<file path="src/rtl/div_unit.sv">
// 32-bit signed restoring divider: one quotient bit per clock.
// Results follow truncating division (remainder takes the dividend sign).
module div_unit (
  input  logic        clk,
  input  logic        reset,
  input  logic        divInit,
  input  logic [31:0] value_A,
  input  logic [31:0] value_B,
  output logic [31:0] hi,
  output logic [31:0] low,
  output logic        busy,
  output logic        divStop,
  output logic        divZero
);

  typedef enum logic [1:0] {
    IDLE,
    RUN,
    FIX
  } state_t;

  state_t      state;
  logic [63:0] rq;
  logic [31:0] b_mag;
  logic        sign_a;
  logic        sign_q;
  logic [5:0]  cnt;

  logic [31:0] a_abs;
  logic [31:0] b_abs;
  logic [32:0] trial;
  logic [31:0] q_mag;
  logic [31:0] r_mag;

  assign a_abs = value_A[31] ? -value_A : value_A;
  assign b_abs = value_B[31] ? -value_B : value_B;
  // Partial remainder after the left shift, minus the divisor, in 33 bits.
  assign trial = rq[63:31] - {1'b0, b_mag};
  assign q_mag = rq[31:0];
  assign r_mag = rq[63:32];

  always_ff @(posedge clk or posedge reset) begin
    if (reset) begin
      state   <= IDLE;
      rq      <= '0;
      b_mag   <= '0;
      sign_a  <= 1'b0;
      sign_q  <= 1'b0;
      cnt     <= '0;
      hi      <= '0;
      low     <= '0;
      busy    <= 1'b0;
      divStop <= 1'b0;
      divZero <= 1'b0;
    end else begin
      divStop <= 1'b0;
      unique case (state)
        IDLE: begin
          if (divInit) begin
            rq      <= {32'd0, a_abs};
            b_mag   <= b_abs;
            sign_a  <= value_A[31];
            sign_q  <= value_A[31] ^ value_B[31];
            cnt     <= '0;
            busy    <= 1'b1;
            divZero <= (value_B == 32'd0);
            state   <= (value_B == 32'd0) ? FIX : RUN;
          end
        end
        RUN: begin
          if (!trial[32]) begin
            rq <= {trial[31:0], rq[30:0], 1'b1};
          end else begin
            rq <= {rq[62:0], 1'b0};
          end
          cnt <= cnt + 6'd1;
          if (cnt == 6'd31) begin
            state <= FIX;
          end
        end
        FIX: begin
          if (!divZero) begin
            low <= sign_q ? -q_mag : q_mag;
            hi  <= sign_a ? -r_mag : r_mag;
          end
          divStop <= 1'b1;
          busy    <= 1'b0;
          state   <= IDLE;
        end
        default: begin
          state <= IDLE;
        end
      endcase
    end
  end

endmodule

</file>
<file path="config.mk">
export PLATFORM = sky130hd
export DESIGN_NAME = div_unit
export DESIGN_NICKNAME = d
export VERILOG_FILES = /design/src/rtl/div_unit.sv
export SDC_FILE = /design/constraint.sdc
export NUM_CORES = 1
export LEC_CHECK = 0
export CORE_MARGIN = 2
export CORE_UTILIZATION = 51
export DETAILED_ROUTE_END_ITERATION = 12
export GPL_ROUTABILITY_DRIVEN = 0
export GPL_TIMING_DRIVEN = 0
export PLACE_DENSITY_LB_ADDON = 0.12
export SLEW_MARGIN = 20
export SYNTH_ARGS = -nofsm -noshare
export SYNTH_HDL_FRONTEND = slang
export SYNTH_SLANG_ARGS = --single-unit
</file>
<file path="constraint.sdc">
create_clock -name clk -period 5.29 [get_ports clk]
set_clock_uncertainty 0.15 [all_clocks]
set_input_delay 0.529 -clock clk [delete_from_list [all_inputs] [get_ports clk]]
set_output_delay 0.529 -clock clk [all_outputs]
set_load 0.02 [all_outputs]
</file>
==> out/qor.txt <==
Layout cells sized above 1: 3.69%
CP Data Arrival Time: 4540 ps
Clock sink count: 173
Inst Count DP: 1681
Post-layout net count: 1530
Final setup margin: 903 ps
Worst slew margin: 43.9%
Initial antenna violation count: 0
Fmax: 228 MHz
I/O pin total: 134
Synth Cell Area: 11000 um^2
Worst slack at placement: 951 ps
Iteration-0 DRC Markers: 688
Core footprint: 21100 um^2
Post-synthesis sequential area ratio: 39.4%
Worst vdd ir: 392 uV
Gr usage total: 26.6%
Outcome: finished clean
Gr busiest metal: met2
Via/cell ratio: 5.77
Setup violators final: 0
Mapped Nets: 1372
Post-synth EDFFs: 0
Post-CTS Hold Fix Bufs: 0
Min cycle time layout: 4390 ps
DRC viols: 0
Vias in the first global route: 9318
FF+latch count, synth: 173
Max H-tree Level: 4
Die area: 22700 um^2
Root Buffer: clkbuf_16
CP max-delay cell: dfrtp_1
Mapped Avg Cell Area: 8.67 um^2
Antenna-violating nets left: 0
Fillers: 1859
Synth top area share: 39.4%
Library cells used by synthesis: 59
Critical Path RT: 5440 ps
Slowest cell delay on critical path: 500 ps
Kind of path behind the tightest hold check: primary input to asynchronous set/reset pin
TritonRoute pass-1 iters: 5
Worst flop-to-flop path startpoint: rq[52]
Chip Width: 151 um
Synth Instances: 1267
Area leader, netlist: dfrtp_1
Measured slew at the worst slew-check pin: 834 ps
Std-Cell Rows: 53
CP Cell Sequence: ha_1 > clkbuf_1 > a21oi_1 > nor2_1 > a211oi_1 > a311oi_1 > nor3b_1 > a31oi_1 > xnor2_1 > clkbuf_1 > buf_2 > mux2i_1 > o21ai_0
Yosys warns: 0
Kind of end point of the critical path: flip-flop
Global-route met1 utilization: 37.8%
Final WL: 29400 um
Syn-to-layout area delta: 22.2%
Via Count: 9889
Leak: 0.00573 uW
WHS: 218 ps
Post-CTS sizing: 0
Final hold vios: 0
Total grt overflow: 0
Area contributors post-synth: dfrtp_1, o21ai_0, xor2_1
Met2 usage: 42.2%
Num CTS Buffers: 17
DR WL/cell: 17.2 um
Post-route clock period utilization: 82.9%
Setup TNS: 0 ps
Startpoint Class: flip-flop
IO Port Bufs: 133
WS Path Type: flip-flop to flip-flop
Setup bufs post-CTS: 0
Largest net degree at the start of global routing: 35
GR Util met3: 4.55%
Diode count: 0
Clock Latency Late Sink: 440 ps
RSZ-0062 raised after global routing: false
P per Cell Area: 665 nW/um^2
Critical-path maximum fanout: 10
DIE HEIGHT: 151 um
Clock buffer depth: 2
First-pass GRT wire length: 47600 um
Final Non-Filler Cells: 1713
Async S/R FF share, synth: 100%
Initial Utilization: 52.1%
Source of the critical timing path: rq[52]
CTS tree: done
Most frequent CP cell: clkbuf_1
Max-cap viol count: 0
Final Slew Violations: 0
HPWL after DPL: 23100 um
Clock-pin slew on the worst setup and hold paths: 70 ps
Most used DFF post-synth: dfrtp_1
-- cell usage after synthesis, drive strengths merged, types with 3 or more instances --
cell     count
o21ai      207
nand3b       6
or4         16
dfrtp      173
mux2i       31
or3         17
nand4        7
nand3       50
o41ai       16
nand2b      20
o21a         8
inv         49
nand2      176
buf          8
o21bai       4
a31oi        7
o2111ai      3
xnor2       32
nor2b        8
xor2       113
nor4        12
ha          37
a211oi       5
a22oi       30
o211ai       4
or2          4
a21oi       42
and3         4
nor2        39
clkbuf      64
nor3         7
o31ai       37
a21o         6
-- layout make-up --
cell class / instances / area (um^2) / share of cell area, %
Clock buffer: 18 / 429 / 3.20
Timing Repair Buffer: 139 / 1450 / 10.8
Multi-Input combinational cell: 973 / 6200 / 46.2
Sequential cell: 173 / 4330 / 32.3
Clock inverter: 14 / 205 / 1.53
Inverter: 49 / 188 / 1.40
Buffer: 72 / 273 / 2.03
Tap cell: 275 / 344 / 2.56
-- stage by stage --
step | total power [uW] | area (um^2) | util, %
finish | 8920 | 13400 | 63.6
global route | 9630 | 13400 | 63.6
CTS | 8920 | 13400 | 63.6
detailed placement | 7520 | 12800 | 60.6
global placement | 7390 | 12700 | 60.0
floorplan | 5980 | 11000 | -
-- worst paths after layout --
path                                  end  slack [ps]  cells after the start
min in group clk                 b_mag[5]         330                      2
worst min-delay path              low[24]         220                      2
max in group asynchronous       b_mag[11]        3490                      7
worst max register to register     rq[46]         900                     13
worst min register to register   b_mag[5]         330                      2
worst max-delay path               rq[46]         900                     13
-- cell usage in the layout, fill, tap and decap left out, types with 6 or more instances in the layout --
master,Yosys,routed
xor2_1,113,113
nor3_1,7,7
or3_1,16,16
o31ai_1,36,36
nand3b_1,6,6
or4_1,14,14
nor2_1,39,39
a21oi_1,42,42
dfrtp_1,173,173
a21o_1,6,6
clkbuf_1,64,65
clkdlybuf4s50_1,0,133
buf_1,6,6
inv_1,49,48
nand2_1,176,176
nor4_1,11,11
buf_12,0,6
o21a_1,8,8
a22oi_1,30,30
ha_1,37,37
nand2b_1,19,19
clkbuf_16,0,17
nand3_1,50,50
xnor2_1,32,32
nand4_1,7,7
o21ai_0,205,205
o41ai_1,16,16
mux2i_1,31,31
a31oi_1,7,7
nor2b_1,8,8
-- kinds of logic after synthesis --
kind of cell               after synthesis  share of synthesized area [%]
adders and majority gates               38                           4.40
and+or+nand+nor                        372                           16.3
muxes                                   31                           2.83
buffers and inverters                  121                           4.16
AOI/OAI and AO/OA                      387                           21.3
xor gates and xnor gates               145                           11.6
DFF                                    173                           39.4
-- sequential cells by signal, indices dropped and copies added, names as in the netlist --
signal,count
b_mag,32
busy,1
cnt,6
divStop,1
divZero,1
hi,32
low,32
rq,64
sign_a,1
sign_q,1
state,2
-- where the power goes --
part / internal, uW / switching, uW / total, uW
Clock: 802 / 574 / 1380
Sequential: 1950 / 694 / 2650
Combinational: 2180 / 2720 / 4900
-- worst max-delay path, delay by kind of cell (launching register included) --
kind | cells | cell delay (ps)
xor gates and xnor gates | 1 | 400
AOI/OAI and AO/OA | 5 | 970
adders and majority gates | 1 | 330
muxes | 1 | 240
and+or+nand+nor | 2 | 550
buffers and inverters | 3 | 1090
DFF | 1 | 500
-- routing by layer --
| layer | vias up | routed length, um |
|---|---|---|
| met3 | 39 | 1840 |
| li1 | 4855 | - |
| met5 | - | 0 |
| met1 | 4670 | 13600 |
| met4 | 0 | 501 |
| met2 | 325 | 13500 |
(Power assumes the default switching activity.)
